## src/rtl/adder_tree_pipe_if.sv

```systemverilog
// Handshake bundle for adder_tree_pipe: operand vector in, registered sum and overflow flag out.
// master drives operands and consumes results; slave is the adder tree itself.
interface adder_tree_pipe_if #(
  parameter int unsigned N_INPUTS = 5,
  parameter int unsigned WIDTH    = 8
);
  logic                      in_valid;
  logic                      in_ready;
  logic [N_INPUTS*WIDTH-1:0] in_data;
  logic                      out_valid;
  logic                      out_ready;
  logic [WIDTH-1:0]          result;
  logic                      ovf;

  modport master (
    output in_valid, in_data, out_ready,
    input  in_ready, out_valid, result, ovf
  );

  modport slave (
    input  in_valid, in_data, out_ready,
    output in_ready, out_valid, result, ovf
  );
endinterface

```

## src/rtl/adder_tree_pipe.sv

```systemverilog
// Pipelined N-input fixed-point adder tree, one register stage per tree level, valid/ready.
// Define ADDER_TREE_SAT_EN to clamp every adder on overflow instead of wrapping.
module adder_tree_pipe #(
  parameter int unsigned SIGN         = 1,
  parameter int unsigned WIDTH        = 8,
  parameter int unsigned FP_POSITIONS = 4,
  parameter int unsigned N_INPUTS     = 5
) (
  input logic              clk,
  input logic              rst,
  adder_tree_pipe_if.slave bus
);

  // Number of elements held at tree level k (level 0 is the raw operand vector).
  function automatic int unsigned lvl_cnt(input int unsigned k);
    int unsigned m;
    m = N_INPUTS;
    for (int unsigned l = 0; l < k; l++) m = (m + 1) / 2;
    return m;
  endfunction

  localparam int unsigned LEVELS = (N_INPUTS <= 1) ? 1 : $clog2(N_INPUTS);

  if (N_INPUTS < 1 || N_INPUTS > 64) begin : g_bad_n
    $error("adder_tree_pipe: N_INPUTS must be 1..64");
  end
  if (FP_POSITIONS > WIDTH) begin : g_bad_fp
    $error("adder_tree_pipe: FP_POSITIONS exceeds WIDTH");
  end

  // Returns {ovf, sum}.
  function automatic logic [WIDTH:0] add2(input logic [WIDTH-1:0] a, input logic [WIDTH-1:0] b);
    logic [WIDTH:0]   full;
    logic [WIDTH-1:0] s;
    logic             o;
    full = {1'b0, a} + {1'b0, b};
    s    = full[WIDTH-1:0];
    if (SIGN != 0) o = (a[WIDTH-1] == b[WIDTH-1]) && (s[WIDTH-1] != a[WIDTH-1]);
    else           o = full[WIDTH];
`ifdef ADDER_TREE_SAT_EN
    if (o) begin
      if (SIGN != 0) s = a[WIDTH-1] ? {1'b1, {(WIDTH-1){1'b0}}} : {1'b0, {(WIDTH-1){1'b1}}};
      else           s = '1;
    end
`endif
    return {o, s};
  endfunction

  logic              advance;
  logic [LEVELS-1:0] vld_d, vld_q;

  // Single global enable: the whole pipe moves or the whole pipe holds.
  assign advance = !vld_q[LEVELS-1] || bus.out_ready;

  always_comb begin
    vld_d = LEVELS'({vld_q, bus.in_valid});
  end

  always_ff @(posedge clk or posedge rst) begin
    if (rst)          vld_q <= '0;
    else if (advance) vld_q <= vld_d;
  end

  for (genvar k = 1; k <= LEVELS; k++) begin : g_lvl
    localparam int unsigned MPrev = lvl_cnt(k - 1);
    for (genvar j = 0; j < lvl_cnt(k); j++) begin : g_node
      localparam bit Pair = (2 * j + 1) < MPrev;
      logic [WIDTH-1:0] a_w, sum_d, sum_q;
      logic             a_ovf, ovf_d, ovf_q;

      if (k == 1) begin : g_a
        assign a_w   = bus.in_data[2*j*WIDTH +: WIDTH];
        assign a_ovf = 1'b0;
      end else begin : g_a
        assign a_w   = g_lvl[k-1].g_node[2*j].sum_q;
        assign a_ovf = g_lvl[k-1].g_node[2*j].ovf_q;
      end

      if (Pair) begin : g_add
        logic [WIDTH-1:0] b_w;
        logic             b_ovf;
        logic [WIDTH:0]   r;
        if (k == 1) begin : g_b
          assign b_w   = bus.in_data[(2*j+1)*WIDTH +: WIDTH];
          assign b_ovf = 1'b0;
        end else begin : g_b
          assign b_w   = g_lvl[k-1].g_node[2*j+1].sum_q;
          assign b_ovf = g_lvl[k-1].g_node[2*j+1].ovf_q;
        end
        always_comb begin
          r     = add2(a_w, b_w);
          sum_d = r[WIDTH-1:0];
          ovf_d = r[WIDTH] | a_ovf | b_ovf;
        end
      end else begin : g_pass
        // Odd element out: registered unchanged, contributes no overflow of its own.
        always_comb begin
          sum_d = a_w;
          ovf_d = a_ovf;
        end
      end

      always_ff @(posedge clk or posedge rst) begin
        if (rst) begin
          sum_q <= '0;
          ovf_q <= 1'b0;
        end else if (advance) begin
          sum_q <= sum_d;
          ovf_q <= ovf_d;
        end
      end
    end
  end

  assign bus.in_ready  = advance;
  assign bus.out_valid = vld_q[LEVELS-1];
  assign bus.result    = g_lvl[LEVELS].g_node[0].sum_q;
  assign bus.ovf       = g_lvl[LEVELS].g_node[0].ovf_q;

endmodule

```

## src/flat_wrapper.sv

```systemverilog
// flat-port wrapper written by rule: the top's interface ports become plain ports
module adder_tree_pipe_flat 
#(
  parameter int unsigned SIGN         = 1,
  parameter int unsigned WIDTH        = 8,
  parameter int unsigned FP_POSITIONS = 4,
  parameter int unsigned N_INPUTS     = 5
)
  (clk, rst, bus_in_valid, bus_in_data, bus_out_ready, bus_in_ready, bus_out_valid, bus_result, bus_ovf);
  adder_tree_pipe_if #(.N_INPUTS(N_INPUTS), .WIDTH(WIDTH)) bus_i ();
  input logic clk;
  input logic rst;
  input wire logic [$bits(bus_i.in_valid)-1:0] bus_in_valid;
  input wire logic [$bits(bus_i.in_data)-1:0] bus_in_data;
  input wire logic [$bits(bus_i.out_ready)-1:0] bus_out_ready;
  output wire logic [$bits(bus_i.in_ready)-1:0] bus_in_ready;
  output wire logic [$bits(bus_i.out_valid)-1:0] bus_out_valid;
  output wire logic [$bits(bus_i.result)-1:0] bus_result;
  output wire logic [$bits(bus_i.ovf)-1:0] bus_ovf;
  assign bus_i.in_valid = bus_in_valid;
  assign bus_i.in_data = bus_in_data;
  assign bus_i.out_ready = bus_out_ready;
  assign bus_in_ready = bus_i.in_ready;
  assign bus_out_valid = bus_i.out_valid;
  assign bus_result = bus_i.result;
  assign bus_ovf = bus_i.ovf;
  adder_tree_pipe #(.SIGN(SIGN), .WIDTH(WIDTH), .FP_POSITIONS(FP_POSITIONS), .N_INPUTS(N_INPUTS)) u_core (.clk(clk), .rst(rst), .bus(bus_i));
endmodule
```

## config.mk

```make
export PLATFORM = sky130hd
export DESIGN_NAME = adder_tree_pipe_flat
export DESIGN_NICKNAME = d
export VERILOG_FILES = /design/src/rtl/adder_tree_pipe_if.sv /design/src/rtl/adder_tree_pipe.sv /design/src/flat_wrapper.sv
export SDC_FILE = /design/constraint.sdc
export NUM_CORES = 1
export LEC_CHECK = 0
export BUFFER_PORTS_ARGS = -buffer_cell sky130_fd_sc_hd__buf_4
export CORE_ASPECT_RATIO = 1.75
export CORE_MARGIN = 4
export CORE_UTILIZATION = 45
export DETAILED_ROUTE_END_ITERATION = 6
export GPL_TIMING_DRIVEN = 1
export PLACE_DENSITY_LB_ADDON = 0.1
export SYNTH_ARGS = -nofsm -noshare
export SYNTH_HDL_FRONTEND = slang
export SYNTH_SLANG_ARGS = --single-unit
```

## constraint.sdc

```tcl
create_clock -name clk -period 3.1 [get_ports clk]
set_input_delay 0.155 -clock clk [delete_from_list [all_inputs] [get_ports clk]]
set_output_delay 0.155 -clock clk [all_outputs]
set_load 0.02 [all_outputs]
```

==> Word-level counts from Yosys, hierarchy flattened <==
Cells that the tools add are included.
{ "word_totals": {"reg_bits": 55, "latchBits": 0, "ram_bits": 0, "rom_bits": 0, "out_inout_bits": 11, "mem_count": 0} }
{ "op_classes": {"add_sub_neg": 4, "multipliers": 0, "n_div": 0, "order_cmp": 0, "eq_ne": 8, "shifts": 0, "muxes": 0, "bitwise_logic": 3, "reduce_logical": 6} }
{ "ops": {"columns": ["cell", "count"], "rows": [
  ["8-bit adder", 4],
  ["1-bit == test", 4],
  ["1-bit logical AND", 4],
  ["1-bit inequality test", 4],
  ["1-bit OR", 3],
  ["1-bit logical NOT", 1],
  ["1-bit logical OR", 1]
]} }

==> Depth between registers and ports, before layout <==
Gate-level depths: netlist (run 1).
{ "logic_depth": {"word_depth": 5, "mapped_depth": 7, "mapped_depth_nobuf": 7} }

==> Worst setup path after synthesis (run 1) <==
OpenSTA, ideal clock, no wires.
{ "synth_path": {"kind": "reg-to-reg", "start": "reg u_core.g_lvl[1].g_node[1].sum_q[0]", "end": "reg u_core.g_lvl[2].g_node[0].sum_q[6]", "t_arrival_ns": 1.750, "required_time_ns": 2.971, "setup_slack_ns": 1.221, "path_stages_with_launch": 8, "period_less_slack_ns": 1.879, "cell_sequence": "dfrtp_1 -> ha_1 -> fa_1 -> a21o_1 -> a31o_2 -> a21oi_1 -> xor2_1 -> o21ai_1"} }
{ "synth_between": {"elab_chain_len": 1} }
{ "synth_lines": {"columns": ["element", "line_no", "rtl"], "rows": [
  ["from (decl)", "adder_tree_pipe.sv:68", "logic [WIDTH-1:0] a_w, sum_d, sum_q;"],
  ["from (signal assigned)", "adder_tree_pipe.sv:108", "sum_q <= sum_d;"],
  ["8-bit adder", "adder_tree_pipe.sv:36", "full = {1'b0, a} + {1'b0, b};"],
  ["to (signal assigned)", "adder_tree_pipe.sv:108", null],
  ["to (decl)", "adder_tree_pipe.sv:68", null]
]} }
No other way between the ends.
A chain may end at the register's enable or synchronous reset.

==> Final worst setup path (run 1) <==
{ "layout_path": {"start": "reg u_core.g_lvl[2].g_node[1].sum_q[0]", "end": "reg u_core.g_lvl[3].g_node[0].sum_q[6], in the netlist u_core.bus.result[6]"} }
{ "layout_between": {"elab_chain_len": 1} }
{ "layout_lines": {"columns": ["element", "line_no"], "rows": [
  ["from (decl)", "adder_tree_pipe.sv:68"],
  ["from (signal assigned)", "adder_tree_pipe.sv:108"],
  ["8-bit adder", "adder_tree_pipe.sv:36"],
  ["to (signal assigned)", "adder_tree_pipe.sv:108"],
  ["to (decl)", "adder_tree_pipe.sv:68"]
]} }
No other way between the ends.

==> flow_summary.ini, run 1 <==
[outcome]
outcome = complete, no violations

[layout]
final_common_cell = sky130_fd_sc_hd__nand2_1
antenna_diodes = 0
design.final.nets = 462
drive_above_1_share_pct = 18.6
stdcell_area_um2 = 3740
num-fill-cells = 615
post-route-util_pct = 56.8
syn2layout_area_growth_pct = 20.9
mostFrequentLayoutCells = sky130_fd_sc_hd__nand2_1, sky130_fd_sc_hd__buf_4, sky130_fd_sc_hd__dfrtp_1

[pwr]
power.leakage_nw = 1.82
peakVddDrop_uv = 253
pwr_density_cell_nw_per_um2 = 891

[grt]
remaining_global_route_overflow = 0
grt_max_degree = 58
initial_antenna_violation_count = 0
grt_pass1_vias = 2479
gr-usage-all-layers_pct = 15.7
global_route_wire_length_before_repair_um = 10600

[setup_path]
timing.critical_path.slowest_stage_cell = sky130_fd_sc_hd__fa_1
critical_path.max_fanout = 3
cp_top_family = compound AO/OA/AOI/OAI gates
kind_of_launch_point_of_the_worst_setup_path = register
critical_path_buf_inv_count = 0
slowest_delay_ns = 0.41
setup.worst_path.end_class = register
crit_path_cell_trace = ha_1 -> fa_1 -> a21oi_1 -> o21ai_0 -> a21oi_1 -> xor2_1 -> o21ai_0
r2r_setup_slk_ns = 1.10
worstSetupPathType = reg -> reg
crit_arrival_ns = 2.16
worstPathRequired_ns = 3.26

[clocking]
clock_sink_count = 55
buffers_inserted_during_post_cts_setup_optimization = 0
clock_tree.root_cell = sky130_fd_sc_hd__clkbuf_16
cts.hold.buffers_added = 0
max-clock-path-buffers = 2
cts_htree_levels = 2
cts_repair_resize_count = 0
worstSkewPairLatency_ns = 0.29
reg_clk_slew_reported_paths_ns = 0.07
clock_tree_from_tritoncts = yes
cts_buffers = 5

[detailed_routing]
detailroute.via_count = 2393
ant_nets = 0
total_iterations_of_the_first_detailed_routing_run = 4
dr.first_iter.drc_count = 102
vias_per_cell = 5.10
avgRoutedWirePerCell_um = 12.8
routed_wl_um = 6020
route.detailed.drc = 0

[yosys]
synth_async_sr_flop_share_pct = 100
yosys_most_used_dff = sky130_fd_sc_hd__dfrtp_1
number_of_flops_mapped_to_enable_cells_by_yosys = 0
post_synth_top_area_cell = sky130_fd_sc_hd__dfrtp_1
muxShareOfSynthArea_pct = 0.323
yosysSeqAreaShare_pct = 44.5
postSynthRegisterBits = 55
synthSimpleGateAreaFrac_pct = 16.4
yosys.area_share.xor_xnor_pct = 7.64
netlist_instances = 334
synth_compound_area_share_pct = 15.3
synth_top_family_by_area = simple AND/OR/NAND/NOR gates
largest_cells_by_area_after_synthesis = sky130_fd_sc_hd__dfrtp_1, sky130_fd_sc_hd__nand2_1, sky130_fd_sc_hd__ha_1
synthAdderAreaFrac_pct = 13.9
synth.top_cell.area_share_pct = 44.5
syn_area_per_cell_um2 = 9.26
synth-warning-count = 0
synthesis.nets = 410
synth.lib_cells_used.distinct = 33
synth_area_um2 = 3090

[place]
placement.io_buffers = 54
preCtsSetupSlack_ns = 1.12
place.gp.congestion = 0.803
dp_hpwl_um = 4540
placed_cell_area_um2 = 3580

[timing]
timing.final.hold_violations = 0
worst_slew_margin_rel_pct = 41.4
min_period_over_period_pct = 64.5
worst_hold_slack_ns = 0.0114
worst_slack_ns = 1.10
totalNegativeSetupSlack_ns = 0
tightestPinTransition_ns = 0.878
rsz_0062_raised_after_global_routing = false
fin_crit_ns = 2.00
finalSetupViolCount = 0
max_clock_freq_ghz = 0.500
finalClockSkew_ns = 0.00408
drv_slew = 0

[floorplanning]
num_rows = 39
pin_count = 55
start_util_pct = 47.0
floorplan.die.height_um = 118
fp.dieArea_um2 = 8320
core-area_um2 = 6590
die_w_um = 70.7

[run]
max_cap_violations = 0

[worst_hold_path]
hold_path_class = in -> async
-- layout make-up --
type                    count  area [um2]  share of cell area (%)
inverters                   5        18.8                   0.502
flip-flops and latches     55        1380                    36.8
clock buffers               7         153                    4.08
repair buffers             56         420                    11.2
clock inverters             1        7.51                   0.201
multi-input cells         263        1660                    44.5
well taps                  82         103                    2.74
-- synthesized netlist by cell type, types with 6 or more instances --
cell,count
sky130_fd_sc_hd__a21oi_1,28
sky130_fd_sc_hd__nand2_1,99
sky130_fd_sc_hd__a21o_1,6
sky130_fd_sc_hd__clkbuf_1,8
sky130_fd_sc_hd__nor2_1,15
sky130_fd_sc_hd__ha_1,28
sky130_fd_sc_hd__xor2_1,6
sky130_fd_sc_hd__xnor2_1,21
sky130_fd_sc_hd__o21ai_0,21
sky130_fd_sc_hd__dfrtp_1,55
-- worst paths after layout --
| path | from | endpoint | cells after the start |
|---|---|---|---|
| worst max-delay path | u_core.g_lvl[2].g_node[1].sum_q[0]$_DFFE_PP0P_ | u_core.bus.result[6]$_DFFE_PP0P_ | 7 |
| worst min-delay path | rst | u_core.vld_q[2]$_DFFE_PP0P_ | 2 |
| worst max register to register | u_core.g_lvl[2].g_node[1].sum_q[0]$_DFFE_PP0P_ | u_core.bus.result[6]$_DFFE_PP0P_ | 7 |
| worst min register to register | u_core.vld_q[1]$_DFFE_PP0P_ | u_core.vld_q[1]$_DFFE_PP0P_ | 2 |
| max in group asynchronous | rst | u_core.g_lvl[2].g_node[0].sum_q[1]$_DFFE_PP0P_ | 3 |
| min in group clk | bus_in_data[39] | u_core.g_lvl[1].g_node[2].sum_q[7]$_DFFE_PP0P_ | 3 |
-- where the power goes --
group	internal, W	total (W)	switching (W)
combinational	0.000706	0.00157	0.000864
clock	0.000344	0.000595	0.000251
sequential	0.000999	0.00117	0.000170
-- kinds of logic (layout without fill, tap and decap cells) --
family,count (synthesis),count (layout)
compound gates,76,76
xor+xnor,27,27
fa+ha+maj,32,32
buf+inv,16,69
flops,55,55
mux,1,1
simple gates,127,127
-- per-stage QoR --
step           instances  total power (W)
2_1_floorplan        334          0.00235
3_5_place_dp         461          0.00278
4_1_cts              469          0.00339
5_1_grt              469          0.00364
6_report             469          0.00333
3_3_place_gp         461          0.00273
-- worst register-to-register path: stages, from the launching register on --
cell and delay, ns:
sky130_fd_sc_hd__dfrtp_1 0.38, sky130_fd_sc_hd__ha_1 0.24, sky130_fd_sc_hd__fa_1 0.41, sky130_fd_sc_hd__a21oi_1 0.22
sky130_fd_sc_hd__o21ai_0 0.14, sky130_fd_sc_hd__a21oi_1 0.21, sky130_fd_sc_hd__xor2_1 0.17, sky130_fd_sc_hd__o21ai_0 0.09
-- per-layer routing --
metal  share of wire (%)  GRT usage, %  vias to the layer above
met5                   0             0                        -
met4                 2.1          7.18                        0
met3                 4.0          2.99                       10
met2                  56          29.8                       42
met1                  38          15.7                     1111
li1                    -             -                     1230
-- state kept, by name (all words and copies together) (netlist names) --
| name | cells |
|---|---|
| u_core.vld_q | 3 |
| u_core.g_lvl.g_node.ovf_q | 3 |
| u_core.bus.ovf | 1 |
| u_core.bus.result | 8 |
| u_core.g_lvl.g_node.sum_q | 40 |
(Power assumes the default switching activity.)
==> run 2: changes to the inputs <==
==> constraint.sdc (replaced) <==
create_clock -name clk -period 1.6 [get_ports clk]
set_input_delay 0.08 -clock clk [delete_from_list [all_inputs] [get_ports clk]]
set_output_delay 0.08 -clock clk [all_outputs]
set_load 0.02 [all_outputs]
==> run 2 against run 1 <==
The run now ends with negative setup slack left. Non-clock buffer count increased by 45. Design area increased by 14%. Global-route usage increased by 0.58 points. Wire length increased by 7.6%. First-iteration DRC count increased by 0.98%. Cell count increased by 9.6%. Die area unchanged. Combinational power increased to 2.6 times the previous value. Sequential cell count unchanged.
==> flow_summary.ini, run 2 (synthesis results as in run 1) <==
[grt]
grt_pass1_vias = 2645
initial_antenna_violation_count = 0
remaining_global_route_overflow = 0
gr-usage-all-layers_pct = 16.2
grt_max_degree = 56
global_route_wire_length_before_repair_um = 11100

[clocking]
reg_clk_slew_reported_paths_ns = 0.07
clock_tree_from_tritoncts = yes
max-clock-path-buffers = 2
cts_buffers = 5
clock_tree.root_cell = sky130_fd_sc_hd__clkbuf_16
clock_sink_count = 55
cts_htree_levels = 2
worstSkewPairLatency_ns = 0.29

[timing]
timing.final.hold_violations = 0
drv_slew = 0
finalSetupViolCount = 9
rsz_0062_raised_after_global_routing = true
tightestPinTransition_ns = 0.469
totalNegativeSetupSlack_ns = -1.41
min_period_over_period_pct = 115
worst_slack_ns = -0.239
finalClockSkew_ns = 0.00656
fin_crit_ns = 1.84
worst_slew_margin_rel_pct = 68.7
max_clock_freq_ghz = 0.544

[setup_path]
r2r_setup_slk_ns = -0.24
setup.worst_path.end_class = register
kind_of_launch_point_of_the_worst_setup_path = register
r2r_path_start = u_core.g_lvl[1].g_node[1].sum_q[0]$_DFFE_PP0P_
worstSetupPathType = reg -> reg
setup.worst_path.start = u_core.g_lvl[1].g_node[1].sum_q[0]$_DFFE_PP0P_
worstPathRequired_ns = 1.77
crit_arrival_ns = 2.01
critical_path.max_fanout = 2

[outcome]
outcome = finished, violations left
violations = negative setup slack

[floorplanning]
core-area_um2 = 6590
start_util_pct = 47.0
num_rows = 39
floorplan.die.height_um = 118
pin_count = 55
die_w_um = 70.7
fp.dieArea_um2 = 8320

[worst_hold_path]
hold_path_class = in -> reg
timing.hold.worst.start = bus_in_data[34]

[place]
place.gp.congestion = 0.797
dp_hpwl_um = 4910
placedCellCount = 488
placement.io_buffers = 54

[detailed_routing]
routed-wl-met2_um = 3750
dr.first_iter.drc_count = 103
dr.max_layer_used = met4
route.detailed.drc = 0
detailroute.via_count = 2576
route.met3.wl_um = 195
wl_met1_um = 2420
ant_nets = 0
routed_wl_um = 6480
vias_per_cell = 5.01
total_iterations_of_the_first_detailed_routing_run = 4
avgRoutedWirePerCell_um = 12.6

[layout]
num-fill-cells = 556
finalNonFillerCells = 514
final_common_cell = sky130_fd_sc_hd__nand2_1
antenna_diodes = 0
max_flop_register = u_core.g_lvl.g_node.sum_q
drive_above_1_share_pct = 29.2
number_of_flip_flops_in_the_largest_register = 40
design.final.nets = 507
mostFrequentLayoutCells = sky130_fd_sc_hd__nand2_1, sky130_fd_sc_hd__buf_4, sky130_fd_sc_hd__dfrtp_1
post-route-util_pct = 64.7
syn2layout_area_growth_pct = 37.8

[run]
max_cap_violations = 0

[pwr]
power.leakage_nw = 2.05
peakVddDrop_uv = 760
pwr_density_cell_nw_per_um2 = 1750
-- run 2: cell types whose count changed in the layout (fill, tap and decap cells not counted), moves of 4 or more --
cell	previous run	this run
sky130_fd_sc_hd__buf_4	56	85
sky130_fd_sc_hd__dlygate4sd3_1	0	9
sky130_fd_sc_hd__ha_1	28	21
sky130_fd_sc_hd__buf_6	0	5
sky130_fd_sc_hd__ha_4	0	5
sky130_fd_sc_hd__a21oi_1	28	24
sky130_fd_sc_hd__o21ai_0	21	17
-- run 2: path summary, 6_finish.rpt --
check | to | cells after the start
setup reg to reg | u_core.g_lvl[2].g_node[0].sum_q[6]$_DFFE_PP0P_ | 7
setup / recovery | u_core.g_lvl[2].g_node[0].sum_q[6]$_DFFE_PP0P_ | 7
min in group asynchronous | u_core.vld_q[2]$_DFFE_PP0P_ | 4
max in group asynchronous | u_core.g_lvl[1].g_node[1].sum_q[1]$_DFFE_PP0P_ | 4
hold / removal | u_core.g_lvl[1].g_node[2].sum_q[2]$_DFFE_PP0P_ | 3
hold reg to reg | u_core.vld_q[1]$_DFFE_PP0P_ | 2
-- run 2: area by class of cell --
class	instances	area [um2]	area share [%]
multi-input combinational	263	1800	42.2
sequential	55	1380	32.3
timing repair buffer	101	825	19.3
clock buffer	6	129	3.02
tap	82	103	2.41
inverter	5	18.8	0.440
clock inverter	2	12.5	0.294
-- run 2: report_power, final --
| part | leakage (nW) | internal, W | total (W) | switching [W] |
|---|---|---|---|---|
| clock | 0.0669 | 0.000578 | 0.00105 | 0.000475 |
| sequential | 0.650 | 0.00194 | 0.00232 | 0.000377 |
| combinational | 1.33 | 0.00214 | 0.00411 | 0.00197 |
| total | 2.05 | 0.00466 | 0.00748 | 0.00282 |
-- run 2: per-stage QoR --
stage               power [W]  cell area [um2]  hold WS (ns)  worst slack [ns]
CTS                   0.00734             4200       0.00711            -0.249
finish                0.00748             4260       0.00378            -0.239
detailed placement    0.00593             3840         0.163            -0.262
global placement      0.00581             3840         0.160            -0.215
global route          0.00811             4260        0.0173            -0.349
floorplan             0.00465             3130         0.192            -0.174
-- run 2: critical path, stage by stage (launching register included) --
cell	delay (ns)
sky130_fd_sc_hd__dfrtp_1	0.38
sky130_fd_sc_hd__ha_2	0.20
sky130_fd_sc_hd__fa_2	0.37
sky130_fd_sc_hd__a21o_1	0.19
sky130_fd_sc_hd__a31o_2	0.21
sky130_fd_sc_hd__a21oi_2	0.14
sky130_fd_sc_hd__xor2_1	0.16
sky130_fd_sc_hd__o21ai_1	0.07
-- run 2: repair_timing --
item | in CTS | in global routing
pin swaps | 24 | 16
setup endpoints to repair | 9 | 10
hold buffers | 9 | 0
buffers inserted | 5 | 4
hold endpoints to repair | 63 | 0
resized for setup | 15 | 8
-- run 2: routing by layer --
| layer | GRT usage, % | vias up |
|---|---|---|
| met4 | 5.65 | 0 |
| li1 | - | 1319 |
| met3 | 2.39 | 9 |
| met1 | 15.6 | 1210 |
| met5 | 0 | - |
| met2 | 33.0 | 38 |
==> run 3: changes to the inputs <==
--- a/config.mk
+++ b/config.mk
@@ -5,6 +5,7 @@
 export SDC_FILE = /design/constraint.sdc
 export NUM_CORES = 1
 export LEC_CHECK = 0
+export ABC_AREA = 1
 export BUFFER_PORTS_ARGS = -buffer_cell sky130_fd_sc_hd__buf_4
 export CORE_ASPECT_RATIO = 1.75
 export CORE_MARGIN = 4
==> constraint.sdc (replaced) <==
create_clock -name clk -period 2 [get_ports clk]
set_input_delay 0.1 -clock clk [delete_from_list [all_inputs] [get_ports clk]]
set_output_delay 0.1 -clock clk [all_outputs]
set_load 0.02 [all_outputs]
==> run 3 against run 2 <==
The run now ends clean. Design area is 3.3% lower. Sequential cell count is the same. Wire length increased by 11%. Non-clock buffer count fell by 37. Synthesized cell count increased by 35%. Area after synthesis increased by 11%. Clock skew is 0.0028 ns lower. Core utilization decreased by 8.5 points. Critical path type is now reg -> out. Critical endpoint is now bus_in_ready.
==> flow_summary.ini, run 3 <==
[clocking]
clock_tree_from_tritoncts = yes
reg_clk_slew_reported_paths_ns = 0.06
clock_tree.root_cell = sky130_fd_sc_hd__clkbuf_16
buffers_inserted_during_post_cts_setup_optimization = 0
cts_htree_levels = 2
clock_sink_count = 55
worstSkewPairLatency_ns = 0.29
max-clock-path-buffers = 2
cts_buffers = 5

[pwr]
pwr-share-comb_pct = 48.0
peakVddDrop_uv = 446
power.net_switching_w = 0.00209
intPower_w = 0.00310
power.leakage_nw = 2.26
power_frac_clock_pct = 17.4
seq_power_share_pct = 34.6
pwr_density_cell_nw_per_um2 = 1260
swShare_pct = 40.3

[layout]
drive_above_1_share_pct = 17.2
num-fill-cells = 727
antenna_diodes = 0
number_of_flip_flops_in_the_largest_register = 40
syn2layout_area_growth_pct = 20.1
mostFrequentLayoutCells = sky130_fd_sc_hd__nand2_1, sky130_fd_sc_hd__buf_4, sky130_fd_sc_hd__dfrtp_1
finalNonFillerCells = 597
max_flop_register = u_core.g_lvl.g_node.sum_q
design.final.nets = 586
final_common_cell = sky130_fd_sc_hd__nand2_1

[yosys]
syn_area_per_cell_um2 = 7.63
synth-warning-count = 0
number_of_flops_mapped_to_enable_cells_by_yosys = 0
post_synth_top_area_cell = sky130_fd_sc_hd__dfrtp_1
synthTopCellsByCount = sky130_fd_sc_hd__nand2_1, sky130_fd_sc_hd__dfrtp_1, sky130_fd_sc_hd__inv_1, sky130_fd_sc_hd__nand3_1, sky130_fd_sc_hd__ha_1
netlist_instances = 450
synthMostInstantiatedCell = sky130_fd_sc_hd__nand2_1
postSynthRegisterBits = 55
largest_cells_by_area_after_synthesis = sky130_fd_sc_hd__dfrtp_1, sky130_fd_sc_hd__nand2_1, sky130_fd_sc_hd__ha_1
synth.top_cell.area_share_pct = 40.1
synthesis.nets = 526
synth_area_um2 = 3430
synth.lib_cells_used.distinct = 25
synth_async_sr_flop_share_pct = 100
yosys_most_used_dff = sky130_fd_sc_hd__dfrtp_1
yosysSeqAreaShare_pct = 40.1

[grt]
remaining_global_route_overflow = 0
grt_max_degree = 66
global_route_wire_length_before_repair_um = 12600
grt_pass1_vias = 3042
initial_antenna_violation_count = 0
gr-usage-all-layers_pct = 17.8

[setup_path]
endpoint = bus_in_ready
setup.worst_path.end_class = output port
rr_worst_depth = 6
r2r_setup_slk_ns = 0.43
critical_path.max_fanout = 20
worstSetupPathType = reg -> out
kind_of_launch_point_of_the_worst_setup_path = register
setup.worst_path.start = u_core.vld_q[2]$_DFFE_PP0P_
r2r_path_start = u_core.g_lvl[1].g_node[1].sum_q[0]$_DFFE_PP0P_
reg_to_reg_critical_path_endpoint = u_core.g_lvl[2].g_node[0].sum_q[4]$_DFFE_PP0P_
crit_arrival_ns = 1.49
worstPathRequired_ns = 1.90

[detailed_routing]
total_iterations_of_the_first_detailed_routing_run = 4
ant_nets = 0
detailroute.via_count = 2997
vias_per_cell = 5.02
dr.first_iter.drc_count = 117
route.detailed.drc = 0
routed_wl_um = 7180
avgRoutedWirePerCell_um = 12.0

[floorplanning]
core-area_um2 = 7340
start_util_pct = 46.8
floorplan.die.height_um = 124
fp.dieArea_um2 = 9140
pin_count = 55
die_w_um = 74.0
num_rows = 41

[timing]
totalNegativeSetupSlack_ns = 0
min_period_over_period_pct = 79.5
drv_slew = 0
finalSetupViolCount = 0
rsz_0062_raised_after_global_routing = false
timing.final.hold_violations = 0
fin_crit_ns = 1.59
max_clock_freq_ghz = 0.629
finalClockSkew_ns = 0.00377
worst_slew_margin_rel_pct = 57.9
tightestPinTransition_ns = 0.631

[worst_hold_path]
hold_path_class = in -> reg
timing.hold.worst.start = bus_in_valid

[place]
dp_hpwl_um = 5530
placedCellCount = 585
place.gp.congestion = 0.762
placement.io_buffers = 54

[run]
max_cap_violations = 0

[outcome]
outcome = complete, no violations
==> run 3: cell families after synthesis <==
logic type,count (synthesis),share of synthesized area (%)
buffers and inverters,53,6.67
XOR/XNOR,9,2.30
AND/OR/NAND/NOR,272,33.7
adder cells (fa/ha/maj),32,12.5
flip-flops,55,40.1
AO/OA/AOI/OAI,29,4.67
==> run 3: stage by stage <==
step / setup WS, ns / hold WS (ns) / utilization, % / instance area (um2) / power, W
2_1_floorplan: 0.548 / 0.210 / - / 3430 / 0.00367
3_3_place_gp: 0.471 / 0.109 / 53.5 / 3920 / 0.00427
3_5_place_dp: 0.411 / 0.113 / 53.5 / 3920 / 0.00434
4_1_cts: 0.397 / 0.000194 / 56.2 / 4120 / 0.00528
5_1_grt: 0.313 / 0.00824 / 56.2 / 4120 / 0.00573
6_report: 0.410 / 0.00148 / 56.2 / 4120 / 0.00520
==> run 3: critical path: stages, from the launching register on <==
cell and delay, ns:
sky130_fd_sc_hd__dfrtp_1 0.37, sky130_fd_sc_hd__inv_1 0.09, sky130_fd_sc_hd__nor2_4 0.04, sky130_fd_sc_hd__inv_2 0.29, sky130_fd_sc_hd__buf_4 0.25, sky130_fd_sc_hd__buf_4 0.16
==> run 3: worst min path at each step <==
stage | to | slack (ns) | cells after the start
after detailed placement | u_core.g_lvl[1].g_node[1].sum_q[3]$_DFFE_PP0P_ | 0.11 | 2
after global placement | u_core.g_lvl[1].g_node[1].sum_q[3]$_DFFE_PP0P_ | 0.11 | 2
after floorplan | u_core.g_lvl[1].g_node[2].sum_q[0]$_DFFE_PP0P_ | 0.21 | 2
after CTS | u_core.g_lvl[1].g_node[2].sum_q[1]$_DFFE_PP0P_ | 0.0002 | 3
final | u_core.vld_q[0]$_DFFE_PP0P_ | 0.001 | 3
after global routing | u_core.g_lvl[1].g_node[2].sum_q[3]$_DFFE_PP0P_ | 0.008 | 3
==> run 3: what timing repair did <==
item | in CTS | in global routing
hold buffers | 4 | 0
resized for setup | 0 | 0
hold endpoints to repair | 19 | 0
==> run 3: cell type report <==
class | count | area [um2] | area share (%)
clock buffers | 8 | 156 | 3.80
inverters | 42 | 158 | 3.83
multi-input cells | 342 | 1830 | 44.5
flip-flops and latches | 55 | 1380 | 33.4
well taps | 86 | 108 | 2.61
repair buffers | 64 | 490 | 11.9
==> run 3: metal layers <==
metal / GRT usage (%) / up-vias / wire length, um
met3: 2.28 / 14 / 254
met4: 8.28 / 0 / 234
met2: 35.4 / 58 / 4080
li1: - / 1547 / -
met5: 0 / - / 0
met1: 17.2 / 1378 / 2610
==> run 3: power groups by stage <==
stage	Combinational [W]	Clock, W	Sequential (W)
5_1_grt	0.00292	0.000960	0.00186
6_report	0.00250	0.000902	0.00180
4_1_cts	0.00254	0.000933	0.00180
2_1_floorplan	0.00179	0	0.00188
3_5_place_dp	0.00252	0	0.00182
3_3_place_gp	0.00246	0	0.00181
